[src/rtl/pa_pkg.sv]
// pa_pkg -- shared definitions for the dual-slot issue stage.
//   NUM_REGS / REG_AW : architectural register file size and address width.
//   fnType_e          : decoded function type of an instruction slot.
//   schedState_e      : issue scheduler FSM encoding.
//   slot_t            : one decoded instruction slot as seen by the scheduler.
//   slotHazard()      : true when a live slot touches a register with a pending write.
package pa_pkg;

    localparam int unsigned NUM_REGS = 32;
    localparam int unsigned REG_AW   = 5;

    typedef enum logic [1:0] {
        FnInvalid = 2'd0,
        FnArith   = 2'd1,
        FnLdSt    = 2'd2,
        FnFlow    = 2'd3
    } fnType_e;

    typedef enum logic [0:0] {
        StRun   = 1'b0,
        StSplit = 1'b1
    } schedState_e;

    typedef struct packed {
        logic              valid;   // present and not FnInvalid
        logic              pWrite;
        logic              pRead;
        logic              sRead;
        logic [REG_AW-1:0] pReg;
        logic [REG_AW-1:0] sReg;
        fnType_e           fType;
    } slot_t;

    function automatic logic slotHazard(input slot_t s, input logic [NUM_REGS-1:0] busy);
        return s.valid && (((s.pRead || s.pWrite) && busy[s.pReg]) || (s.sRead && busy[s.sReg]));
    endfunction

endpackage

[src/rtl/pa_scoreboard.sv]
// pa_scoreboard -- pending-write scoreboard, one busy bit per register.
//   clock_i, reset_i          : clock, asynchronous active-low reset
//   setA_i/setB_i + addresses : mark a register busy (issued instruction writes it)
//   clrA_i/clrB_i + addresses : writeback releases a register
//   busy_o                    : registered busy vector
// A set and a clear of the same register on one edge leaves it busy.
module pa_scoreboard
    import pa_pkg::*;
(
    input  logic                clock_i,
    input  logic                reset_i,
    input  logic                setA_i,
    input  logic [REG_AW-1:0]   setAddrA_i,
    input  logic                setB_i,
    input  logic [REG_AW-1:0]   setAddrB_i,
    input  logic                clrA_i,
    input  logic [REG_AW-1:0]   clrAddrA_i,
    input  logic                clrB_i,
    input  logic [REG_AW-1:0]   clrAddrB_i,
    output logic [NUM_REGS-1:0] busy_o
);

    logic [NUM_REGS-1:0] busyD, busyQ;

    // Clears first, sets last, so a new pending write always survives a writeback.
    always_comb begin
        busyD = busyQ;
        if (clrA_i) busyD[clrAddrA_i] = 1'b0;
        if (clrB_i) busyD[clrAddrB_i] = 1'b0;
        if (setA_i) busyD[setAddrA_i] = 1'b1;
        if (setB_i) busyD[setAddrB_i] = 1'b1;
    end

    always_ff @(posedge clock_i or negedge reset_i) begin
        if (!reset_i) begin
            busyQ <= '0;
        end else begin
            busyQ <= busyD;
        end
    end

    assign busy_o = busyQ;

endmodule

[src/rtl/issue_scheduler.sv]
// issue_scheduler -- in-order dual-issue scheduler for decode slots A (older) and B.
//   clock_i, reset_i            : clock, asynchronous active-low reset
//   validX_i, pWriteX_i, ...    : decoded slot X (register flags, addresses, function type)
//   wbX_i, wbAddrX_i            : writeback from exec unit X, releases a busy register
//   issueA_o, issueB_o          : registered issue strobes to register read
//   hold_o                      : combinational front-end freeze
//   busy_o                      : scoreboard, bit n = register n has a pending write
//   holdCount_o                 : saturating count of held cycles
// When A may go but B may not go with it, A issues alone and the FSM parks in StSplit
// evaluating only B until it can issue.
module issue_scheduler
    import pa_pkg::*;
(
    input  logic                clock_i,
    input  logic                reset_i,
    input  logic                validA_i,
    input  logic                pWriteA_i,
    input  logic                pReadA_i,
    input  logic                sReadA_i,
    input  logic [REG_AW-1:0]   pRegA_i,
    input  logic [REG_AW-1:0]   sRegA_i,
    input  logic [1:0]          fTypeA_i,
    input  logic                validB_i,
    input  logic                pWriteB_i,
    input  logic                pReadB_i,
    input  logic                sReadB_i,
    input  logic [REG_AW-1:0]   pRegB_i,
    input  logic [REG_AW-1:0]   sRegB_i,
    input  logic [1:0]          fTypeB_i,
    input  logic                wbA_i,
    input  logic [REG_AW-1:0]   wbAddrA_i,
    input  logic                wbB_i,
    input  logic [REG_AW-1:0]   wbAddrB_i,
    output logic                issueA_o,
    output logic                issueB_o,
    output logic                hold_o,
    output logic [NUM_REGS-1:0] busy_o,
    output logic [15:0]         holdCount_o
);

    slot_t               slotA, slotB;
    logic [NUM_REGS-1:0] busy;
    logic                anyBusy, readyA, readyB, depBA, pairConflict;
    logic                holdRaw, issueAD, issueBD, issueAQ, issueBQ;
    schedState_e         stateD, stateQ;
    logic [15:0]         holdCountQ;

    always_comb begin
        slotA        = '0;
        slotA.valid  = validA_i && (fTypeA_i != FnInvalid);
        slotA.pWrite = pWriteA_i;
        slotA.pRead  = pReadA_i;
        slotA.sRead  = sReadA_i;
        slotA.pReg   = pRegA_i;
        slotA.sReg   = sRegA_i;
        slotA.fType  = fnType_e'(fTypeA_i);
        slotB        = '0;
        slotB.valid  = validB_i && (fTypeB_i != FnInvalid);
        slotB.pWrite = pWriteB_i;
        slotB.pRead  = pReadB_i;
        slotB.sRead  = sReadB_i;
        slotB.pReg   = pRegB_i;
        slotB.sReg   = sRegB_i;
        slotB.fType  = fnType_e'(fTypeB_i);
    end

    // Busy is the registered vector: a writeback frees its register one cycle later.
    assign anyBusy = |busy;
    assign readyA  = !slotHazard(slotA, busy) && !((slotA.fType == FnFlow) && anyBusy);
    assign readyB  = !slotHazard(slotB, busy) && !((slotB.fType == FnFlow) && anyBusy);

    // B consumes or overwrites the register A is about to write.
    assign depBA = slotA.pWrite &&
                   ((((slotB.pRead || slotB.pWrite) && (slotB.pReg == slotA.pReg))) ||
                    (slotB.sRead && (slotB.sReg == slotA.pReg)));

    assign pairConflict = slotB.valid && (slotHazard(slotB, busy) || depBA ||
                          (slotA.fType == FnFlow) || (slotB.fType == FnFlow));

    always_comb begin
        stateD  = stateQ;
        issueAD = 1'b0;
        issueBD = 1'b0;
        holdRaw = 1'b0;
        case (stateQ)
            StRun: begin
                if (slotA.valid) begin
                    if (!readyA) begin
                        holdRaw = 1'b1;
                    end else if (pairConflict) begin
                        issueAD = 1'b1;
                        holdRaw = 1'b1;
                        stateD  = StSplit;
                    end else begin
                        issueAD = 1'b1;
                        issueBD = slotB.valid;
                    end
                end else if (slotB.valid) begin
                    if (readyB) issueBD = 1'b1;
                    else        holdRaw = 1'b1;
                end
            end
            StSplit: begin
                // A already left; the frozen A slot is ignored here.
                if (slotB.valid && !readyB) begin
                    holdRaw = 1'b1;
                end else begin
                    issueBD = slotB.valid;
                    stateD  = StRun;
                end
            end
            default: stateD = StRun;
        endcase
    end

    assign hold_o = holdRaw && reset_i;

    pa_scoreboard u_scoreboard (
        .clock_i    (clock_i),
        .reset_i    (reset_i),
        .setA_i     (issueAD && slotA.pWrite),
        .setAddrA_i (slotA.pReg),
        .setB_i     (issueBD && slotB.pWrite),
        .setAddrB_i (slotB.pReg),
        .clrA_i     (wbA_i),
        .clrAddrA_i (wbAddrA_i),
        .clrB_i     (wbB_i),
        .clrAddrB_i (wbAddrB_i),
        .busy_o     (busy)
    );

    always_ff @(posedge clock_i or negedge reset_i) begin
        if (!reset_i) begin
            stateQ     <= StRun;
            issueAQ    <= 1'b0;
            issueBQ    <= 1'b0;
            holdCountQ <= '0;
        end else begin
            stateQ  <= stateD;
            issueAQ <= issueAD;
            issueBQ <= issueBD;
            if (hold_o && (holdCountQ != 16'hFFFF)) begin
                holdCountQ <= holdCountQ + 16'd1;
            end
        end
    end

    assign issueA_o    = issueAQ;
    assign issueB_o    = issueBQ;
    assign busy_o      = busy;
    assign holdCount_o = holdCountQ;

endmodule

[config.mk]
export PLATFORM = sky130hd
export DESIGN_NAME = issue_scheduler
export DESIGN_NICKNAME = d
export VERILOG_FILES = /design/src/rtl/pa_pkg.sv /design/src/rtl/pa_scoreboard.sv /design/src/rtl/issue_scheduler.sv
export SDC_FILE = /design/constraint.sdc
export NUM_CORES = 1
export LEC_CHECK = 0
export BUFFER_PORTS_ARGS = -buffer_cell sky130_fd_sc_hd__clkbuf_2
export CORE_AREA = 8 8 121 123
export CTS_BUF_LIST = sky130_fd_sc_hd__clkbuf_8 sky130_fd_sc_hd__clkbuf_16
export DETAILED_ROUTE_END_ITERATION = 6
export DIE_AREA = 0 0 129 131
export PLACE_DENSITY = 0.62
export SYNTH_ARGS = -nofsm -noshare
export SYNTH_HDL_FRONTEND = slang
export SYNTH_SLANG_ARGS = --single-unit
[constraint.sdc]
create_clock -name clock_i -period 3.91 [get_ports clock_i]
set_input_delay 0.5865 -clock clock_i [delete_from_list [all_inputs] [get_ports clock_i]]
set_output_delay 0.5865 -clock clock_i [all_outputs]
set_load 0.005 [all_outputs]
# Word level (Yosys, flattened, before mapping)
# Index checks and enable logic that the tools add are counted.
# op_classes
bitwise_logic,7
magnitude_cmp,10
eq_ne,5
n_reduce_logical,41
mux,40
n_addsub,1
# op_table
op,n
$mux 32,4
$and 32x32->32,2
$not 32->32,2
$or 32x32->32,2
$lt 5x6->1 const B,6
$reduce_or 32->1,1
$logic_and 1x1->1,25
$mux 1,25
$bmux 1 s5,4
$demux 1 s5,4
$ge 5x1->1 const B,4
$add 16x1->16 const B,1
$ne 16x16->1 const B,1
$eq 5x5->1,2
$logic_or 1x1->1,8
$pmux 1 s2,3
$logic_not 1->1,5
$eq 2x2->1 const B,2
$reduce_bool 2->1,2
$not 1->1,1
# totals
inputBits,46
register_bits,51
output_inout_bits,51
wordCells,109

# Depth between registers and ports, before layout
# depth
ltp_word,15
ltp_mapped,11
depth_no_buf,8

# Modules after synthesis
# From an unflattened synthesis, not the netlist that was laid out.
# unflattened
cells_unflattened,406
area_unflattened_um2,4260.3
# by_module_without_submodules
mod,area_each_um2,cells_per_inst,seq_area_each_um2,instances
issue_scheduler,2304.7,218,475.5,1
pa_scoreboard,1955.6,188,800.8,1

# Least setup slack after synthesis
# Ideal clock, no wire load.
# synth_timing
path_kind,input -> output
from,in pRegA_i[0]
to,out hold_o
path_stages,8
slack_ns,0.595
t_arrival_ns,2.729
required_ns,3.323
n_path_buf,3
cell_sequence,clkbuf_1 buf_2 mux4_2 a22oi_1 a41oi_1 a211oi_4 a41oi_2 buf_2
# synth_between
elab_chain_cells,13
elab_cells_between_ends,22
classes_between,2 x eq/ne; 6 x mux; 14 x reduce/logical
# synth_rtl
element,line,source
"start, declared",issue_scheduler.sv:20,"input logic [REG_AW-1:0] pRegA_i,"
branches (longest 9 deep; another with $bmux 1 s5),--,
$mux 1 (*),issue_scheduler.sv:88,if (!readyA) begin
$mux 1 (*),issue_scheduler.sv:87,if (slotA.valid) begin
$pmux 1 s2 (*),issue_scheduler.sv:85,case (stateQ)
$logic_and 1x1->1 (*),issue_scheduler.sv:116,assign hold_o = holdRaw && reset_i;
"end, declared",issue_scheduler.sv:36,"output logic hold_o,"
# Mark *: on every way between the ends. The select of a mux whose other input is x is not followed.

# Worst setup path in the final report
# layout_timing
from,in sRegA_i[0]
to,out hold_o
# layout_between
elab_chain_cells,11
# layout_rtl
element,line,source
"start, declared",issue_scheduler.sv:21,"input logic [REG_AW-1:0] sRegA_i,"
$bmux 1 s5,pa_pkg.sv:35,return s.valid && (((s.pRead || s.pWrite) && busy[s.pReg]) || (s.sRead && busy[s.sReg]));
$mux 1 (not written as such),pa_pkg.sv:35,
$logic_and 1x1->1,pa_pkg.sv:35,
$logic_or 1x1->1,pa_pkg.sv:35,
$logic_and 1x1->1,pa_pkg.sv:35,
$logic_not 1->1,issue_scheduler.sv:69,"assign readyA = !slotHazard(slotA, busy) && !((slotA.fType == FnFlow) && anyBusy);"
$logic_and 1x1->1,issue_scheduler.sv:69,
$mux 1,issue_scheduler.sv:88,
$mux 1,issue_scheduler.sv:87,
$pmux 1 s2,issue_scheduler.sv:85,
$logic_and 1x1->1,issue_scheduler.sv:116,
# Every way passes these cells. The select of a mux whose other input is x is not followed.

==> flow_summary.ini <==
[finish]
syn_to_final_growth_pct = 17.47
fin_util_pct = 39.92
fin_nets = 593
nFillCells = 1282
diodes = 0
drive_above_1_share_pct = 26.14
final_cell_area_sq_um = 5140

[timing]
setup_viol = 0
maxSlewHeadroom_pct = 24.30
fin_setup_tns_ns = 0
fmax_mhz = 275.2
timing.final.crit_share_pct = 92.95
hold_viol = 0
finalMaxSlewViolations = 0
rsz0062_at_grt = no
finalClockSkew_ns = 0.003983
worst_slew_pin_slew_ns = 1.133
finalCriticalPeriod_ns = 3.634

[floorplanning]
pin_count = 97
die_y_um = 131
coreArea_sq_um = 12870
start_util_pct = 33.98
die_area_sq_um = 16900
row_count = 42
die_x_um = 129

[clocking]
cts_root_buf = clkbuf_16
cts_max_level = 2
cts.sinks = 51
cts_setup_buffers = 0
path_clk_slew_ns = 0.07
cts_resized = 0
cts_tree = done
cts_buffers = 5
hold_buffers = 0
clockBufferDepth = 2
insertion_delay_ns = 0.29

[setup_path]
slowest_stage = mux4_1
path_cells = clkbuf_2 > mux4_1 > mux4_2 > nand2_1 > o21ai_2 > a211oi_4 > a41oi_2 > clkbuf_2
required_ns = 3.32
reg2reg_from = u_scoreboard.busy_o[30]
worst-setup-path-type = in2out
r2r_slack_ns = 0.64
start_kind = input port
crit_path_max_incr_delay_ns = 0.59
cp_common_cell = clkbuf_2
cp-end-kind = primary output
r2r-end = u_scoreboard.busy_o[22]
worst-endpoint-arrival_ns = 3.05
cp_max_fo = 11
reg2reg_depth = 8

[synthesis]
synth_area_leaders = dfrtp_1 (29%), a22oi_1 (12%), mux4_2 (9.8%), mux2i_1 (5.7%), nand2_1 (4.4%)
synth_top_area_share_pct = 29.17
synthCells = 469
synth-compound-area-share_pct = 21.16
yosysTopAreaCell = dfrtp_1
ys_ff_latch = 51
synth_commonest_cells = a22oi_1 (69), dfrtp_1 (51), nand2_1 (51), o21ai_1 (29), mux2i_1 (25)
synth_top_family_by_area = simple AND/OR/NAND/NOR gates
synth_most_common_cell = a22oi_1
avgSynthCellArea_sq_um = 9.329
synthAdderAreaFrac_pct = 0.2860
ys_seq_area_share_pct = 29.17
yosys.area_share.simple_pct = 21.79
syn_nets = 516
ys.flop_type = dfrtp_1
yosysWarningCount = 0
synth_xor_area_share_pct = 4.604
syn-cell-area_sq_um = 4375
muxShareOfSynthArea_pct = 19.02
ys_async_sr_fraction_pct = 100.0
synthDistinctLibCells = 53
synth_edf_count = 0

[power]
ir_drop_mv = 0.1512
power_density_nw_per_um2 = 391.7
p_sw_w = 0.0007524
power.switching_fraction_pct = 37.37
power_w = 0.002014
internal-power_w = 0.001261
power_frac_seq_pct = 41.9
power_frac_clock_pct = 25.5
pwr-share-comb_pct = 32.5
p_leak_nw = 2.139

[global_routing]
grt_pass1_vias = 4533
grt_max_degree = 52
grt_pass1_wl_um = 26010
grt_overflow = 0
grtUsageTotal_pct = 20.06
antenna_found_initial = 1

[worst_hold_path]
whs_path_depth = 1
worst_hold_path.endpoint = holdCount_o[10]
hold_start = holdCount_o[10]
hold_class = reg2reg

[routing]
vias = 4573
wire_per_inst_um = 23.43
drc = 0
drt_iter0_drc = 661
ant_nets = 0
routed_via_density = 6.325
wirelength_um = 16940
drt_pass1_iterations = 5

[placement]
placed_cell_area_sq_um = 4966
dp_hpwl_um = 12430
numPortBuffers = 96
gp_congestion = 0.9055

[run_status]
outcome = completed

[job]
maxCapViolCount = 0
==> cells in the final DEF, fill, tap and decap left out, types with 2 or more instances in the layout <==
master	n
a41oi_1	5
nand2_1	51
nor3b_1	13
nand4_1	13
xor2_1	5
o21bai_1	2
mux4_2	19
nor4_1	9
dfrtp_1	51
o32ai_1	3
and3b_1	7
inv_1	3
o21ai_2	2
buf_4	7
o21ai_1	29
a22oi_1	69
mux2i_1	25
xnor2_1	18
o22ai_1	2
nor3_1	10
nor2b_1	3
o21ai_0	6
nor2_1	24
clkbuf_16	5
clkbuf_2	96
nand2b_1	3
and3_1	18
nand3b_1	4
nand3_1	12
and2_1	3
mux4_1	5
mux2_2	2
==> sequential cells by signal, indices dropped and copies added (netlist names) <==
| register | count |
|---|---|
| stateQ | 1 |
| issueB_o | 1 |
| holdCount_o | 16 |
| u_scoreboard.busy_o | 32 |
| issueA_o | 1 |
==> critical path, delay by kind of cell <==
| kind | cells | cell delay, ns |
|---|---|---|
| mux | 2 | 1.06 |
| compound gates | 3 | 0.87 |
| buf+inv | 2 | 0.43 |
| simple gates | 1 | 0.09 |
==> worst max path at each step <==
stage	from	end	slack, ns	cells after the start
5_1_grt	pRegA_i[0]	hold_o	0.16	8
3_5_place_dp	sRegA_i[0]	hold_o	0.30	8
4_1_cts	sRegA_i[0]	hold_o	0.28	8
2_1_floorplan	pRegA_i[0]	hold_o	0.59	8
3_3_place_gp	sRegA_i[0]	hold_o	0.37	8
6_report	sRegA_i[0]	hold_o	0.28	8
==> metrics by stage <==
stage / hold slack, ns / worst slack, ns / std cells
floorplan: 0.2909 / 0.5946 / 469
global placement: 0.4804 / 0.3659 / 715
detailed placement: 0.4836 / 0.2994 / 715
CTS: 0.4925 / 0.2784 / 723
global route: 0.5166 / 0.1617 / 723
finish: 0.4943 / 0.2758 / 723
==> per-layer routing <==
layer | GRT usage [%] | wire (um)
met2 | 33.53 | 8204
met5 | 0 | 15
met1 | 25.22 | 6542
met4 | 7.533 | 402
met3 | 3.856 | 1775
==> cell type report <==
| type | count | area (sq um) | area share [%] |
|---|---|---|---|
| inverters | 3 | 11.26 | 0.2191 |
| clock inverters | 2 | 35.03 | 0.6816 |
| well taps | 176 | 220.2 | 4.284 |
| flip-flops and latches | 51 | 1276 | 24.83 |
| repair buffers | 103 | 533.0 | 10.37 |
| multi-input cells | 382 | 2925 | 56.91 |
| clock buffers | 6 | 138.9 | 2.702 |
==> power by group through the flow <==
stage / combinational, W / clock (W) / sequential [W]
after floorplan: 0.000422 / 0 / 0.000746
after global placement: 0.000640 / 0 / 0.000839
after detailed placement: 0.000655 / 0 / 0.000840
after CTS: 0.000658 / 0.000524 / 0.000831
after global routing: 0.000721 / 0.000542 / 0.000852
final: 0.000655 / 0.000514 / 0.000844
==> cells by family (layout without fill, tap and decap cells) <==
family                   count (synthesis)  after routing
XOR/XNOR                                23             23
multiplexers                            51             51
flip-flops                              51             51
AND/OR/NAND/NOR                        177            177
buffers and inverters                   36            114
adder cells (fa/ha/maj)                  1              1
AO/OA/AOI/OAI                          130            130
Power figures use the tool's default switching activity.
